===== src/rtl/alu_mc_pkg.sv =====
// Shared types and constants for the multi-cycle ALU: opcode encoding,
// controller state encoding and NZCV flag bit positions.
package alu_mc_pkg;

  typedef enum logic [2:0] {
    OP_ADD = 3'b000,
    OP_SUB = 3'b001,
    OP_AND = 3'b010,
    OP_ORR = 3'b011,
    OP_EOR = 3'b100,
    OP_MUL = 3'b101,
    OP_RSB = 3'b110,
    OP_RSV = 3'b111
  } alu_op_t;

  typedef enum logic [1:0] {
    IDLE  = 2'd0,
    BUSY  = 2'd1,
    VALID = 2'd2
  } state_t;

  localparam int FLAG_N = 3;
  localparam int FLAG_Z = 2;
  localparam int FLAG_C = 1;
  localparam int FLAG_V = 0;

endpackage


===== src/rtl/alu_mc_if.sv =====
// Operand/result bus of the ALU: input-side and output-side valid/ready
// handshakes, tag pass-through and flush.
interface alu_mc_if #(
  parameter int WIDTH = 32,
  parameter int TAG_W = 4
);
  // Handshake rule on both sides: a transfer happens on a rising clk edge
  // where valid && ready; the sender holds its payload stable until then.
  logic             flush;
  logic             in_valid;
  logic             in_ready;
  logic [2:0]       ALUControl;
  logic [WIDTH-1:0] SrcA;
  logic [WIDTH-1:0] SrcB;
  logic [TAG_W-1:0] in_tag;
  logic             out_valid;
  logic             out_ready;
  logic [WIDTH-1:0] ALUResult;
  logic [3:0]       ALUFlags;
  logic [TAG_W-1:0] out_tag;

  modport master (
    output flush, in_valid, ALUControl, SrcA, SrcB, in_tag, out_ready,
    input  in_ready, out_valid, ALUResult, ALUFlags, out_tag
  );

  modport slave (
    input  flush, in_valid, ALUControl, SrcA, SrcB, in_tag, out_ready,
    output in_ready, out_valid, ALUResult, ALUFlags, out_tag
  );
endinterface


===== src/rtl/alu_mc_mul.sv =====
// Iterative shift-add multiplier: one multiplier bit per clock while i_run,
// product (low WIDTH bits) presented combinationally with o_done on the last step.
module alu_mc_mul
  import alu_mc_pkg::*;
#(
  parameter int WIDTH = 32
) (
  input  logic             clk,
  input  logic             reset,
  input  logic             i_start,
  input  logic             i_run,
  input  logic [WIDTH-1:0] i_mcand,
  input  logic [WIDTH-1:0] i_mplr,
  output logic             o_done,
  output logic [WIDTH-1:0] o_product
);
  localparam int CW = $clog2(WIDTH);

  logic [WIDTH-1:0] r_mcand;
  logic [WIDTH-1:0] r_mplr;
  logic [WIDTH-1:0] r_acc;
  logic [CW-1:0]    r_cnt;
  logic [WIDTH-1:0] w_acc_next;

  assign w_acc_next = r_mplr[0] ? (r_acc + r_mcand) : r_acc;
  assign o_done     = i_run && (r_cnt == CW'(WIDTH - 1));
  assign o_product  = w_acc_next;

  always_ff @(posedge clk) begin
    if (!reset) begin
      r_mcand <= '0;
      r_mplr  <= '0;
      r_acc   <= '0;
      r_cnt   <= '0;
    end else if (i_start) begin
      r_mcand <= i_mcand;
      r_mplr  <= i_mplr;
      r_acc   <= '0;
      r_cnt   <= '0;
    end else if (i_run) begin
      r_acc   <= w_acc_next;
      r_mcand <= r_mcand << 1;
      r_mplr  <= r_mplr >> 1;
      // restart from zero on the exit step so non-power-of-two widths never overrun
      r_cnt   <= o_done ? '0 : r_cnt + CW'(1);
    end
  end
endmodule


===== src/rtl/alu_mc.sv =====
// Multi-cycle ALU top: single-cycle ops registered on accept, MUL delegated to the
// iterative multiplier; results held behind a valid/ready output with tag and flush.
module alu_mc
  import alu_mc_pkg::*;
#(
  parameter int WIDTH = 32,
  parameter int TAG_W = 4
) (
  input  logic       clk,
  input  logic       reset,
  alu_mc_if.slave    bus,
  output state_t     o_state
);
  state_t           r_state, w_state_next;
  logic [WIDTH-1:0] r_result;
  logic [3:0]       r_flags;
  logic [TAG_W-1:0] r_tag;

  alu_op_t          w_op;
  logic             w_in_ready, w_accept, w_is_mul, w_mul_done;
  logic [WIDTH-1:0] w_x, w_y, w_alu_res, w_mul_prod;
  logic             w_cin, w_c, w_v;
  logic [WIDTH:0]   w_sum;
  logic [3:0]       w_alu_flags, w_mul_flags;

  assign w_op     = alu_op_t'(bus.ALUControl);
  assign w_is_mul = (w_op == OP_MUL);
  assign w_accept = bus.in_valid && w_in_ready;

  always_comb begin
    w_in_ready = 1'b0;
    case (r_state)
      IDLE:    w_in_ready = reset && !bus.flush;
      VALID:   w_in_ready = reset && bus.out_ready && !bus.flush;
      default: w_in_ready = 1'b0;
    endcase
  end

  // One WIDTH+1 adder serves ADD, SUB and RSB by swapping/inverting its operands.
  always_comb begin
    w_x   = bus.SrcA;
    w_y   = bus.SrcB;
    w_cin = 1'b0;
    if (w_op == OP_SUB) begin
      w_y   = ~bus.SrcB;
      w_cin = 1'b1;
    end else if (w_op == OP_RSB) begin
      w_x   = bus.SrcB;
      w_y   = ~bus.SrcA;
      w_cin = 1'b1;
    end
  end

  assign w_sum = {1'b0, w_x} + {1'b0, w_y} + {{WIDTH{1'b0}}, w_cin};

  always_comb begin
    w_alu_res = '0;
    w_c       = 1'b0;
    w_v       = 1'b0;
    case (w_op)
      OP_ADD, OP_SUB, OP_RSB: begin
        w_alu_res = w_sum[WIDTH-1:0];
        w_c       = w_sum[WIDTH];
        w_v       = (w_x[WIDTH-1] == w_y[WIDTH-1]) && (w_sum[WIDTH-1] != w_x[WIDTH-1]);
      end
      OP_AND:  w_alu_res = bus.SrcA & bus.SrcB;
      OP_ORR:  w_alu_res = bus.SrcA | bus.SrcB;
      OP_EOR:  w_alu_res = bus.SrcA ^ bus.SrcB;
      default: w_alu_res = '0;
    endcase
    w_alu_flags = '0;
    if (w_op != OP_RSV) begin
      w_alu_flags[FLAG_N] = w_alu_res[WIDTH-1];
      w_alu_flags[FLAG_Z] = (w_alu_res == '0);
      w_alu_flags[FLAG_C] = w_c;
      w_alu_flags[FLAG_V] = w_v;
    end
  end

  always_comb begin
    w_mul_flags         = '0;
    w_mul_flags[FLAG_N] = w_mul_prod[WIDTH-1];
    w_mul_flags[FLAG_Z] = (w_mul_prod == '0);
  end

  alu_mc_mul #(.WIDTH(WIDTH)) u_mul (
    .clk       (clk),
    .reset     (reset),
    .i_start   (w_accept && w_is_mul),
    .i_run     (r_state == BUSY),
    .i_mcand   (bus.SrcA),
    .i_mplr    (bus.SrcB),
    .o_done    (w_mul_done),
    .o_product (w_mul_prod)
  );

  always_comb begin
    w_state_next = r_state;
    case (r_state)
      IDLE:    if (w_accept) w_state_next = w_is_mul ? BUSY : VALID;
      BUSY:    if (w_mul_done) w_state_next = VALID;
      VALID:   if (bus.out_ready) w_state_next = w_accept ? (w_is_mul ? BUSY : VALID) : IDLE;
      default: w_state_next = IDLE;
    endcase
    if (bus.flush) w_state_next = IDLE;
  end

  always_ff @(posedge clk) begin
    if (!reset) begin
      r_state  <= IDLE;
      r_result <= '0;
      r_flags  <= '0;
      r_tag    <= '0;
    end else begin
      r_state <= w_state_next;
      if (!bus.flush) begin
        if (w_accept && !w_is_mul) begin
          r_result <= w_alu_res;
          r_flags  <= w_alu_flags;
          r_tag    <= bus.in_tag;
        end else if (w_accept) begin
          // out_valid is low during BUSY, so the tag can be taken now
          r_tag <= bus.in_tag;
        end else if (r_state == BUSY && w_mul_done) begin
          r_result <= w_mul_prod;
          r_flags  <= w_mul_flags;
        end
      end
    end
  end

  assign bus.in_ready  = w_in_ready;
  assign bus.out_valid = (r_state == VALID);
  assign bus.ALUResult = r_result;
  assign bus.ALUFlags  = r_flags;
  assign bus.out_tag   = r_tag;
  assign o_state       = r_state;
endmodule


===== src/flat_wrapper.sv =====
// flat-port wrapper written by rule: the top's interface ports become plain ports
module alu_mc_flat import alu_mc_pkg::*;
#(
  parameter int WIDTH = 32,
  parameter int TAG_W = 4
)
  (clk, reset, o_state, bus_flush, bus_in_valid, bus_ALUControl, bus_SrcA, bus_SrcB, bus_in_tag, bus_out_ready, bus_in_ready, bus_out_valid, bus_ALUResult, bus_ALUFlags, bus_out_tag);
  alu_mc_if #(.WIDTH(WIDTH), .TAG_W(TAG_W)) bus_i ();
  input  logic clk;
  input  logic reset;
  output state_t o_state;
  input wire logic [$bits(bus_i.flush)-1:0] bus_flush;
  input wire logic [$bits(bus_i.in_valid)-1:0] bus_in_valid;
  input wire logic [$bits(bus_i.ALUControl)-1:0] bus_ALUControl;
  input wire logic [$bits(bus_i.SrcA)-1:0] bus_SrcA;
  input wire logic [$bits(bus_i.SrcB)-1:0] bus_SrcB;
  input wire logic [$bits(bus_i.in_tag)-1:0] bus_in_tag;
  input wire logic [$bits(bus_i.out_ready)-1:0] bus_out_ready;
  output wire logic [$bits(bus_i.in_ready)-1:0] bus_in_ready;
  output wire logic [$bits(bus_i.out_valid)-1:0] bus_out_valid;
  output wire logic [$bits(bus_i.ALUResult)-1:0] bus_ALUResult;
  output wire logic [$bits(bus_i.ALUFlags)-1:0] bus_ALUFlags;
  output wire logic [$bits(bus_i.out_tag)-1:0] bus_out_tag;
  assign bus_i.flush = bus_flush;
  assign bus_i.in_valid = bus_in_valid;
  assign bus_i.ALUControl = bus_ALUControl;
  assign bus_i.SrcA = bus_SrcA;
  assign bus_i.SrcB = bus_SrcB;
  assign bus_i.in_tag = bus_in_tag;
  assign bus_i.out_ready = bus_out_ready;
  assign bus_in_ready = bus_i.in_ready;
  assign bus_out_valid = bus_i.out_valid;
  assign bus_ALUResult = bus_i.ALUResult;
  assign bus_ALUFlags = bus_i.ALUFlags;
  assign bus_out_tag = bus_i.out_tag;
  alu_mc #(.WIDTH(WIDTH), .TAG_W(TAG_W)) u_core (.clk(clk), .reset(reset), .bus(bus_i), .o_state(o_state));
endmodule

===== config.mk =====
export PLATFORM = sky130hd
export DESIGN_NAME = alu_mc_flat
export DESIGN_NICKNAME = d
export VERILOG_FILES = /design/src/rtl/alu_mc_pkg.sv /design/src/rtl/alu_mc_if.sv /design/src/rtl/alu_mc_mul.sv /design/src/rtl/alu_mc.sv /design/src/flat_wrapper.sv
export SDC_FILE = /design/constraint.sdc
export NUM_CORES = 1
export LEC_CHECK = 0
export ABC_AREA = 1
export CAP_MARGIN = 15
export CORE_MARGIN = 2
export CORE_UTILIZATION = 60
export CTS_CLUSTER_DIAMETER = 60
export DETAILED_ROUTE_END_ITERATION = 10
export PLACE_DENSITY = 0.83
export SYNTH_ARGS = -nofsm -noshare
export SYNTH_HDL_FRONTEND = slang
export SYNTH_SLANG_ARGS = --single-unit
export TNS_END_PERCENT = 30

===== constraint.sdc =====
create_clock -name clk -period 5.8 [get_ports clk]
set_clock_uncertainty 0.2 [all_clocks]
set_input_delay 1.16 -clock clk [delete_from_list [all_inputs] [get_ports clk]]
set_output_delay 1.16 -clock clk [all_outputs]
set_load 0.005 [all_outputs]

**After elaboration in Yosys (flattened, before gate mapping)**

Index checks and enable logic that the tools add are counted.

- Output and inout port bits: 44
- Flip-flop bits (word level): 143
- Logic and storage cells: 90

- $add $sub $neg: 4
- Equality and inequality tests: 16
- Mux-type cells: 31
- Reduce and logical (&&, ||, !) cells: 24
- Bitwise logic cells: 7

Operators with widths:

| cell | number |
|---|---|
| 32-bit two-way mux | 12 |
| 32-bit case mux with 4 select lines | 1 |
| 32-bit zero test | 2 |
| 32-bit inverter | 2 |
| 32-bit by 32-bit adder with 33-bit output | 1 |
| 33-bit by 1-bit adder with 33-bit output | 1 |
| 32-bit adder | 1 |
| 32-bit bitwise AND | 1 |
| 32-bit bitwise OR | 1 |
| 32-bit bitwise XOR | 1 |
| 4-bit two-way mux | 6 |
| 2-bit two-way mux | 5 |
| 3-bit equality test (second input constant) | 3 |
| 1-bit logical AND | 9 |
| 3-bit by 2-bit equality test with 1-bit output (second input constant) | 2 |
| 2-bit case mux with 3 select lines | 1 |
| 3-bit AND reduction | 2 |
| 2-bit nonzero test | 3 |
| 5-bit by 1-bit adder with 5-bit output (second input constant) | 1 |
| 5-bit equality test (second input constant) | 1 |
| 5-bit two-way mux | 1 |
| 1-bit two-way mux | 4 |
| 2-bit by 1-bit != test with 1-bit output (second input constant) | 2 |
| 2-bit != test (second input constant) | 2 |
| other kinds (14) | 17 |

**Depth between registers and ports, before layout**

Gate-level depths: netlist of run 1.

- Word-level depth: 10
- Mapped depth: 27
- Gate-level depth less buffers: 24

**By module**

A second synthesis of run 1 with hierarchy kept.

- Cells, all modules: 2289
- Area total of the unflattened synthesis: 13673.1 sq um

By module, submodules not included:

| module | area each (sq um) | seq. area each (sq um) | cells each | times used |
|---|---|---|---|---|
| alu_mc_mul | 7014.2 | 2021.9 | 1185 | 1 |
| alu_mc | 6658.9 | 840.8 | 1104 | 1 |

**Worst setup path after synthesis of run 1**

No wires, ideal clock.

- Kind: input to register
- Start point: in bus_ALUControl[0]
- End point: reg u_core.r_flags[2] (netlist: u_core.bus.ALUFlags[2])
- Path buffers: 3
- Arrival: 4.411 ns
- Stages on the path: 26
- Required time: 5.530 ns
- Path slack: 1.119 ns
- Setup time: 0.070 ns
- Cells stage by stage: inv_1 > nand3_2 > clkbuf_1 > clkbuf_1 > clkbuf_1 > a31oi_1 > ha_1 > nand2_2 > nand2_4 > fa_1 > nand3_1 > nand2_1 > nand2_1 > nand2_1 > or2_1 > nand3_1 > nand2_1 > nor2_1 > nand2_1 > nor2_1 > nand3_1 > nor2_1 > nand3_1 > nor2_1 > nand2_1 > a21oi_1

- Cells in the longest elaborated chain, start to end: 9
- Elaborated cells on any way between the ends: 26

Ends and longest elaborated chain:

| item | RTL line | RTL |
|---|---|---|
| start, declared | flat_wrapper.sv:14 | `input wire logic [$bits(bus_i.ALUControl)-1:0] bus_ALUControl;` |
| 3-bit equality test | alu_mc.sv:47, alu_mc.sv:60 |  |
| 32-bit two-way mux | alu_mc.sv:47 | `end else if (w_op == OP_RSB) begin` |
| 32-bit two-way mux | alu_mc.sv:44 | `if (w_op == OP_SUB) begin` |
| 32-bit by 32-bit adder with 33-bit output | alu_mc.sv:54 | `assign w_sum = {1'b0, w_x} + {1'b0, w_y} + {{WIDTH{1'b0}}, w_cin};` |
| 33-bit by 1-bit adder with 33-bit output | alu_mc.sv:54 |  |
| 32-bit case mux with 4 select lines | alu_mc.sv:60 | `case (w_op)` |
| 32-bit zero test | alu_mc.sv:74 | `w_alu_flags[FLAG_Z] = (w_alu_res == '0);` |
| 4-bit two-way mux | alu_mc.sv:72 | `if (w_op != OP_RSV) begin` |
| 4-bit two-way mux | alu_mc.sv:117 | `if (w_accept && !w_is_mul) begin` |
| end signal, assigned | alu_mc.sv:119 | `r_flags <= w_alu_flags;` |
| end signal, assigned | alu_mc.sv:126 | `r_flags <= w_mul_flags;` |
| end, declared | alu_mc.sv:16 | `logic [3:0] r_flags;` |

Parallel ways exist; a longest one is shown, timed or not.
A chain may end at the register's enable or synchronous reset.

**Worst setup path in the final report of run 1**

Ends and elaborated chain as after synthesis.

==> impl_results.md, run 1 <==
* Reg2Reg Depth at 11
* Combinational power share at 26.9%
* Area grow syn2layout at 14.61%
* First-pass GRT wire length at 76.76 mm
* Initial Util at 61.23%
* CTS tree: done
* Cell Area, Placed at 14700 µm²
* TritonCTS Sinks at 143
* DRC viols at 0
* Final hold violations at 0
* Post-Route WL at 48.66 mm
* CP Data Required Time at 5.92 ns
* Final cycle utilization of the critical path at 84.87%
* Final setup margin at 0.8777 ns
* Hold worst-path end: u_core.bus.ALUFlags[3]
* Reg2reg start: u_core.o_state[0]
* Final RePlAce weighted congestion at 1.008
* Leakage at 0.007259 µW
* Pwr dens at 195.6 nW/µm²
* Relative slew slack at 27.77%
* Sw frac at 35.35%
* Synthesis warning total at 0
* Worst Hold Class: reg -> reg
* Pint at 1937 µW
* Root buffer cell: clkbuf_16
* Initial antenna violation count at 0
* Pin count of the biggest net entering global routing at 126
* Gr usage total at 40.37%
* Post-layout min period at 4.922 ns
* RSZ-0062 raised after global routing: no
* Syn Inst Count at 2256
* Slew Viols, Final at 0
* Post-DR wirelength/cell at 18.61 µm
* Resized Gates After CTS at 0
* Die W at 153.2 µm
* Dpl ws at 0.5885 ns
* Share of layout cells above drive strength 1 at 4.026%
* Register bit total from synthesis at 143
* HP Start: u_core.bus.ALUFlags[3]
* Grt total ovfl at 0
* IO Pins at 120
* Post-CTS setup buffer count at 0
* Final HPWL DP at 37.11 mm
* Switching pwr at 1059 µW
* F_max at 203.2 MHz
* Post-synth design cell area at 13360 µm²
* Design Area, Final at 15310 µm²
* CP Max Fanout at 125
* DR vias at 15950
* Die Area at 23480 µm²
* Post-synth cell types at 50
* Final setup fails at 0
* Vias in the first global route at 14840
* Register-to-register setup slack at 1.92 ns
* Vias per inst at 6.098
* Design Power at 2995 µW
* Clock Power Share at 39.5%
* Final ANT Viol Nets at 0
* Startpoint Class: input pin
* Avg Cell Area, Syn at 5.923 µm²
* Clk pin slew, worst setup/hold paths at 0.07 ns
* Post-Syn Nets at 2463
* Fin nets at 2529
* Commonest non-fill, non-tap cell in the layout: nand2_1
* Seq/Total Area, Yosys at 21.43%
* Htree depth at 4
* Antenna cells at 0
* Final TNS setup at 0 ns
* Die Y at 153.2 µm
* CORE AREA at 21820 µm²
* Starting DRC count in detailed routing at 1965
* Row cnt at 54
* Reg2reg end: u_core.bus.ALUResult[10]
* Port buffer count at 119
* Least-Margin Pin Slew at 1.083 ns
* Num CTS Buffers at 17
* Worst-Skew Late Latency at 0.44 ns
* Hold Path Depth at 2
* Max cap viols at 0
* Flop pwr share at 33.6%
* Peak VDD IR at 0.1857 mV
* Status: complete, no violations
* CP endpoint kind: register
* Drt pass-1 iters at 7
* CTS Buffer Depth at 2
* Final core occ at 70.17%
* Critical path arrival at 5.04 ns
* WS Path Type: in -> reg
* Hold buffers post-CTS at 0
* Most frequent cells in the layout: nand2_1, inv_1, nor2_1, dfxtp_1, ha_1
==> cells by family after synthesis <==
group	share of synthesized area, %
buffers and inverters	11.63
and+or+nand+nor	35.31
adders and majority gates	12.38
xor gates and xnor gates	0.3933
AOI/OAI and AO/OA	18.86
DFF	21.43
==> worst max path at each step <==
stage	from	to	slack, ns
CTS	bus_ALUControl[0]	u_core.bus.ALUFlags[2]	1.01
detailed placement	bus_ALUControl[0]	u_core.bus.ALUFlags[2]	0.59
finish	bus_ALUControl[0]	u_core.bus.ALUFlags[2]	0.88
global placement	bus_ALUControl[0]	u_core.bus.ALUFlags[2]	0.68
floorplan	bus_ALUControl[0]	u_core.bus.ALUFlags[2]	1.12
global route	bus_ALUControl[0]	u_core.bus.ALUFlags[2]	0.66
==> sequential cells by signal, indices dropped and copies added (netlist names) <==
register,flops
u_core.bus.ALUFlags,4
u_core.bus.ALUResult,32
u_core.bus.out_tag,4
u_core.o_state,2
u_core.u_mul.r_acc,32
u_core.u_mul.r_cnt,5
u_core.u_mul.r_mcand,32
u_core.u_mul.r_mplr,32
==> cells in the mapped netlist (all sizes together) <==
| library cell | number | area (µm²) |
|---|---|---|
| nor3 | 15 | 80.08 |
| a21oi | 102 | 514.2 |
| a21boi | 4 | 30.03 |
| clkbuf | 65 | 244.0 |
| a22o | 1 | 8.760 |
| o211ai | 13 | 97.59 |
| o221ai | 2 | 17.52 |
| xor2 | 5 | 43.79 |
| buf | 22 | 116.4 |
| inv | 317 | 1190 |
| xnor2 | 1 | 8.760 |
| o21a | 3 | 22.52 |
| a211oi | 1 | 7.510 |
| or2 | 10 | 62.56 |
| a31oi | 114 | 713.2 |
| nand4 | 26 | 162.7 |
| o21bai | 7 | 52.55 |
| clkinv | 1 | 3.750 |
| a22oi | 3 | 22.52 |
| fa | 2 | 40.04 |
| ha | 129 | 1614 |
| nor4 | 1 | 6.260 |
| o211a | 2 | 20.02 |
| a221oi | 28 | 264.0 |
| o311ai | 1 | 8.760 |
| o22ai | 32 | 200.2 |
| o41ai | 1 | 8.760 |
| nand3b | 9 | 67.56 |
| nor2 | 203 | 767.0 |
| nand2b | 1 | 6.260 |
| a21o | 3 | 22.52 |
| and2 | 2 | 12.51 |
| nand3 | 132 | 688.2 |
| o21ai | 101 | 509.2 |
| nand2 | 754 | 2865 |
| dfxtp | 143 | 2863 |
==> per-stage QoR <==
stage / std cells / hold WS, ns
final: 2615 / 0.2739
after global routing: 2615 / 0.2910
after CTS: 2615 / 0.2685
after detailed placement: 2583 / 0.2588
after global placement: 2583 / 0.2492
after floorplan: 2256 / 0.2410
==> layout make-up <==
cell class / count / area, µm²
tap: 280 / 350.3
fill: 1935 / 6510
clock buffer: 17 / 425.4
inverter: 318 / 1194
sequential: 143 / 2863
timing repair buffer: 134 / 1316
multi-input combinational: 1708 / 8972
clock inverter: 15 / 192.7
==> power groups by stage <==
stage          Clock, µW  Combinational (µW)  Sequential [µW]
2_1_floorplan          0                 503             1030
3_3_place_gp           0                 761             1030
3_5_place_dp           0                 772             1030
4_1_cts             1170                 780             1010
5_1_grt             1210                 881             1010
6_report            1180                 805             1010
==> worst max-delay path: stages <==
cell             delay [ns]
clkdlybuf4s50_1        0.63
inv_1                  0.14
nand3_4                0.11
buf_12                 0.40
o22ai_1                0.15
a31oi_1                0.30
fa_1                   0.31
nand3_1                0.12
nand2_1                0.18
nand3_1                0.12
nand3_1                0.13
inv_1                  0.05
o21ai_0                0.26
nor2_1                 0.06
o21ai_0                0.54
nor2_1                 0.10
nand4_1                0.09
nor2_1                 0.05
nand2_1                0.05
a21oi_1                0.05
==> per-layer routing <==
metal	wire length, µm	track usage, %	vias to the layer above	share of wire [%]
met3	4773	6.379	184	9.8
met5	0	0	-	0
met4	2482	18.17	0	5.1
met1	19280	52.09	7329	40
met2	22130	66.54	913	45
li1	-	-	7519	-
Power figures use the tool's default switching activity.
==> run 2: changes to the inputs <==
--- a/config.mk
+++ b/config.mk
@@ -8,10 +8,10 @@
 export ABC_AREA = 1
 export CAP_MARGIN = 15
 export CORE_MARGIN = 2
-export CORE_UTILIZATION = 60
+export CORE_UTILIZATION = 54
 export CTS_CLUSTER_DIAMETER = 60
 export DETAILED_ROUTE_END_ITERATION = 10
-export PLACE_DENSITY = 0.83
+export PLACE_DENSITY = 0.78
 export SYNTH_ARGS = -nofsm -noshare
 export SYNTH_HDL_FRONTEND = slang
 export SYNTH_SLANG_ARGS = --single-unit
==> constraint.sdc (replaced) <==
create_clock -name clk -period 4 [get_ports clk]
set_clock_uncertainty 0.2 [all_clocks]
set_input_delay 0.8 -clock clk [delete_from_list [all_inputs] [get_ports clk]]
set_output_delay 0.8 -clock clk [all_outputs]
set_load 0.005 [all_outputs]
==> run 2 against run 1 <==
Critical path depth up 4. Sequential power up 45%. First-iteration DRC count shrank 15%. Total power grew 53%. Non-clock buffer count increased by 221. Count of clock-buffer cells in the layout is 1 higher. Worst setup slack got worse by 0.75 ns. Global-route usage decreased by 2.1 points. Sequential cell count stayed put. Final area is 12% higher. Combinational power rose by 90%. Critical endpoint unchanged.
==> impl_results.md, run 2 (synthesis results as in run 1) <==
* Post-Route WL at 50.53 mm (+3.8%)
* Final setup margin at 0.1242 ns (-0.7535 ns)
* TritonCTS Sinks at 143 (unchanged)
* Area grow syn2layout at 28.79%
* Final HPWL DP at 39.67 mm (+6.9%)
* CTS tree: done
* Share of layout cells above drive strength 1 at 13.42% (+9.4 points)
* DRC viols at 0 (unchanged)
* Worst-Skew Late Latency at 0.44 ns (about the same)
* Fin nets at 2750 (+8.7%)
* Root buffer cell: clkbuf_16
* Peak VDD IR at 0.2878 mV (+55%)
* Final hold violations at 0 (unchanged)
* Final-layout fill cell count at 2145 (+11%)
* Die Area at 26020 µm² (+11%)
* Hold Path Depth at 2 (unchanged)
* CP Max Fanout at 6 (-95%)
* CP endpoint kind: register
* Most used cell along the critical path: nand2_1
* Relative slew slack at 30.27% (+2.5 points)
* Startpoint Class: input pin
* Row cnt at 57 (+5.6%)
* Pin count of the biggest net entering global routing at 95 (-25%)
* Clock Power Share at 34.9% (-4.6 points)
* Crit-path slowest cell: fa_2
* Least-Margin Pin Slew at 1.046 ns (-0.03740 ns)
* Vias per inst at 5.692 (-6.7%)
* Final core occ at 70.76% (+0.59 points)
* Pwr dens at 267.1 nW/µm² (+37%)
* Max cap viols at 0 (unchanged)
* Clk pin slew, worst setup/hold paths at 0.07 ns (about the same)
* Antenna cells at 0 (unchanged)
* WS Path Type: in -> reg
* Top Family by Delay on Critical Path: simple AND/OR/NAND/NOR gates
* Flop pwr share at 31.8% (-1.8 points)
* Max stage delay on crit path at 0.34 ns (-0.29 ns)
* Slew Viols, Final at 0 (unchanged)
* Post-layout min period at 3.876 ns
* RSZ-0062 raised after global routing: yes
* Dpl ws at -0.5432 ns (-1.132 ns)
* Switching pwr at 1618 µW (+53%)
* Starting DRC count in detailed routing at 1673 (-15%)
* WHS at 0.2704 ns (-0.003503 ns)
* Initial antenna violation count at 1 (+1)
* Cell Area, Placed at 16450 µm² (+12%)
* DR vias at 16390 (+2.8%)
* First-pass GRT wire length at 79.65 mm (+3.8%)
* Status: complete, no violations
* Pint at 2978 µW (+54%)
* Vias in the first global route at 15390 (+3.7%)
* Most frequent cells in the layout: nand2_1, inv_1, buf_4, nor2_1, dfxtp_1
* Commonest non-fill, non-tap cell in the layout: nand2_1
* CP Data Required Time at 4.16 ns (-1.76 ns)
* Die W at 161.3 µm (+5.3%)
* Post-DR wirelength/cell at 17.55 µm (-5.7%)
* Critical path arrival at 4.04 ns (-1.00 ns)
* Final RePlAce weighted congestion at 1.012 (+0.32%)
* Leakage at 0.008372 µW (+15%)
* WP buf/inv at 2 (-2)
* Worst Hold Class: reg -> reg
* Port buffer count at 119 (unchanged)
* Htree depth at 4 (unchanged)
* F_max at 258.0 MHz
* Die Y at 161.3 µm (+5.3%)
* IO Pins at 120 (unchanged)
* Final cycle utilization of the critical path at 96.89%
* Reg2Reg Depth at 14 (+3)
* CORE AREA at 24320 µm² (+11%)
* Gr usage total at 38.30% (-2.1 points)
* Initial Util at 54.94% (-6.3 points)
* Sw frac at 35.20% (-0.15 points)
* Combinational power share at 33.3% (+6.4 points)
* CTS Buffer Depth at 2 (unchanged)
* Num CTS Buffers at 17 (unchanged)
* Grt total ovfl at 0 (unchanged)
* Drt pass-1 iters at 6 (-1)
* Final setup fails at 0 (unchanged)
* Design Area, Final at 17210 µm² (+12%)
* Final ANT Viol Nets at 0 (unchanged)
* Cell depth of the worst setup path at 24 (+20%)
* Crit-path cells: clkdlybuf4s15_1, nand3_4, buf_6, a31oi_1, ha_1, nand2_2, nand2_4, fa_2, nand3_1, nand2_2, nand2_1, nand2_1, or2_1, nand3_2, nand2_1, nor2_1, nand2_1, nor2_2, nand3_1, nor2_1, nand3_1, nor2_1, nand2_1, a21oi_1
run 2: timing repair:
| item | 4_1_cts | 5_1_grt |
|---|---|---|
| hold buffers | 0 | 0 |
| gates resized for setup | 4 | 43 |
| setup buffers | 0 | 5 |
| endpoints found under the setup margin | 5 | 23 |
| pin swaps | 1 | 6 |
| gates cloned | 0 | 1 |
run 2: cell type report:
cell class | instances | area [µm²] | area share, %
sequential | 143 | 2863 | 16.64
multi-input combinational | 1708 | 9065 | 52.68
inverter | 318 | 1194 | 6.937
clock buffer | 18 | 439.2 | 2.552
tap | 324 | 405.4 | 2.356
clock inverter | 14 | 141.4 | 0.8216
timing repair buffer | 355 | 3100 | 18.02
run 2: worst register-to-register path: stages, from the launching register on:
cell and delay, ns:
dfxtp_1 0.35, ha_1 0.23, nand2_1 0.09, nor2_1 0.05
ha_1 0.19, inv_1 0.06, nor2_1 0.07, nand2_1 0.40
inv_2 0.29, o21ai_2 0.70, inv_1 0.34, o21ai_1 0.21
nand2_1 0.07, nand2_1 0.06, inv_1 0.04
run 2: power by group through the flow:
stage               Sequential (µW)  Combinational [µW]  Clock [µW]
finish                         1460                1530        1600
CTS                            1460                1460        1600
global route                   1460                1670        1660
global placement               1490                1430           0
detailed placement             1490                1450           0
floorplan                      1490                 731           0
run 2: through the flow:
step | setup TNS, ns | total power (µW) | cells
global placement | -5.697 | 2920 | 2842
detailed placement | -7.923 | 2939 | 2842
finish | 0 | 4596 | 2880
global route | -0.05184 | 4794 | 2880
CTS | 0 | 4523 | 2874
floorplan | 0 | 2218 | 2256
run 2: path summary, 6_finish.rpt:
path / slack [ns] / startpoint / endpoint
setup / recovery: 0.12 / bus_ALUControl[1] / u_core.bus.ALUFlags[2]
hold / removal: 0.27 / u_core.bus.out_tag[1] / u_core.bus.out_tag[1]
setup reg to reg: 0.57 / u_core.u_mul.r_cnt[0] / u_core.bus.ALUResult[31]
hold reg to reg: 0.27 / u_core.bus.out_tag[1] / u_core.bus.out_tag[1]
run 2: metal layers:
metal  global-route usage [%]  routed length, µm  vias to the layer above
met2                    62.67              22990                      771
met3                    4.263               4473                      126
met4                    13.68               1735                        2
met1                    52.30              21320                     7509
met5                        0                 13                        -
li1                         -                  -                     7984
==> run 3: changes to the inputs <==
--- a/config.mk
+++ b/config.mk
@@ -12,6 +12,7 @@
 export CTS_CLUSTER_DIAMETER = 60
 export DETAILED_ROUTE_END_ITERATION = 10
 export PLACE_DENSITY = 0.78
+export SLEW_MARGIN = 20
 export SYNTH_ARGS = -nofsm -noshare
 export SYNTH_HDL_FRONTEND = slang
 export SYNTH_SLANG_ARGS = --single-unit
==> results of run 3 <==
Final layout, timing and power as in run 2 (identical DEF).
==> variant, RTL diff (config.mk and constraints of run 3) <==
`TAG_W` is set to 4 in 3 places; all go to 5.
--- a/src/rtl/alu_mc_if.sv
+++ b/src/rtl/alu_mc_if.sv
@@ -4,3 +4,3 @@
   parameter int WIDTH = 32,
-  parameter int TAG_W = 4
+  parameter int TAG_W = 5
 );
--- a/src/rtl/alu_mc.sv
+++ b/src/rtl/alu_mc.sv
@@ -6,3 +6,3 @@
   parameter int WIDTH = 32,
-  parameter int TAG_W = 4
+  parameter int TAG_W = 5
 ) (
--- a/src/flat_wrapper.sv
+++ b/src/flat_wrapper.sv
@@ -4,3 +4,3 @@
   parameter int WIDTH = 32,
-  parameter int TAG_W = 4
+  parameter int TAG_W = 5
 )
Interface: changed (resized bus_in_tag and bus_out_tag); port bits go from 120 to 122. The function was not compared with the original's and may differ.
==> variant against run 3 <==
Combinational power fell by 5%. Utilization is 1.7 points lower. Synthesized cell count down 0.35%. Power down 0.31%. Synthesized area hardly changed. Design area fell by 2.4%. Routed wire length shrank 5.0%. Critical path depth unchanged. Sequential cell count grew 1. Sequential share of layout area grew 0.54 points. First-iteration DRC count is 13% lower. Setup slack gained 0.16 ns. Critical path type unchanged.
==> variant: results (changes against run 3) <==
CP Max Fanout = 24 (+18)
adder-cell share of the synthesized area = 0.124 (about the same)
leakage = 8.23 nW (-1.6%)
register area share after synthesis = 0.216 (+0.00160)
initial antenna violation count = 0 (-1)
number of H-tree levels = 4 (unchanged)
Peak VDD IR = 0.216 mV (-25%)
Place WS = -0.512 ns (+0.0312 ns)
Nets = 2,686 (-2.3%)
worst slew pin tran = 1.11 ns (+0.0667 ns)
xor/xnor share of the synthesized area = 0.00328 (-0.000654)
Mean Syn Cell Area = 5.94 µm² (+0.31%)
Tmin final = 3.72 ns (-0.156 ns)
PostCTS Resize Cnt = 6 (+2)
WHS = 0.266 ns (-0.00410 ns)
met1 usage in global routing = 0.488 (-0.0347)
first-pass GRT wire length = 75,900 µm (-4.7%)
ranking of synthesized cells by area = dfxtp_1, nand2_1, ha_1
Filler cells = 2,237 (+4.3%)
Netlist cell types = 46 (-8.0%)
FF-to-FF path depth = 20 (+6)
I/O Buffers = 121 (+1.7%)
synth cell count leaders = nand2_1, inv_1, nor2_1
R2R setup slack = 0.67 ns (+0.10 ns)
total global-route track usage = 0.364 (-0.0190)
fin cells = 2,815 (-2.3%)
fraction of layout cells with a size suffix above 1 = 0.112 (-0.0218)
dpl hpwl = 37,700 µm (-5.0%)
largest net degree at the start of global routing = 96 (+1.1%)
Synthesized Nets = 2,456 (-0.28%)
Detailed Route WL = 48,000 µm (-5.0%)
met2 usage = 0.608 (-0.0182)
FF-to-FF End = u_core.bus.ALUFlags[2]
via count = 15,960 (-2.6%)
Worst path max stage delay = 0.37 ns (+0.03 ns)
vias in the first global route = 14,916 (-3.1%)
hold endpoint = u_core.u_mul.r_cnt[3]
worst hold stages = 1 (-1)
Crit-path slowest cell = ha_1
status = finished, final reports clean
GPL Wtd Cong = 1.01 (+0.25%)
Synth Area in Compound Gates = 0.184 (-0.00413)
arrival time at the worst endpoint = 3.88 ns (-0.16 ns)
dpl cell area = 16,000 µm² (-3.0%)
DRT Pass-1 Iters = 7 (+1)
family with the most delay on the worst path = simple AND/OR/NAND/NOR gates
Worst R2R Start = u_core.u_mul.r_mcand[0]
Hold Crit Start = u_core.u_mul.r_cnt[3]
## variant: where the power goes
part | total, W | switching [W] | internal (W)
sequential | 0.00147 | 0.0000181 | 0.00145
clock | 0.00166 | 0.000751 | 0.000911
combinational | 0.00145 | 0.000811 | 0.000636
## variant: cell families after synthesis
group / Yosys count
and+or+nand+nor: 1155
AOI/OAI and AO/OA: 410
buffers and inverters: 403
xor gates and xnor gates: 5
DFF: 144
adders and majority gates: 131
## variant: area by class of cell
cell class                      count  area [µm²]  area share
Multi-Input combinational cell   1701        9050       0.539
Sequential cell                   144        2880       0.172
Timing Repair Buffer              297        2660       0.158
Inverter                          317        1190      0.0710
Clock buffer                       18         439      0.0262
Tap cell                          324         405      0.0241
Clock inverter                     14         164     0.00976
## variant: metal layers
metal	routed length, µm	vias up
li1	-	7837
met1	21100	7405
met2	22200	621
met3	3160	97
met4	1510	0
met5	0	-
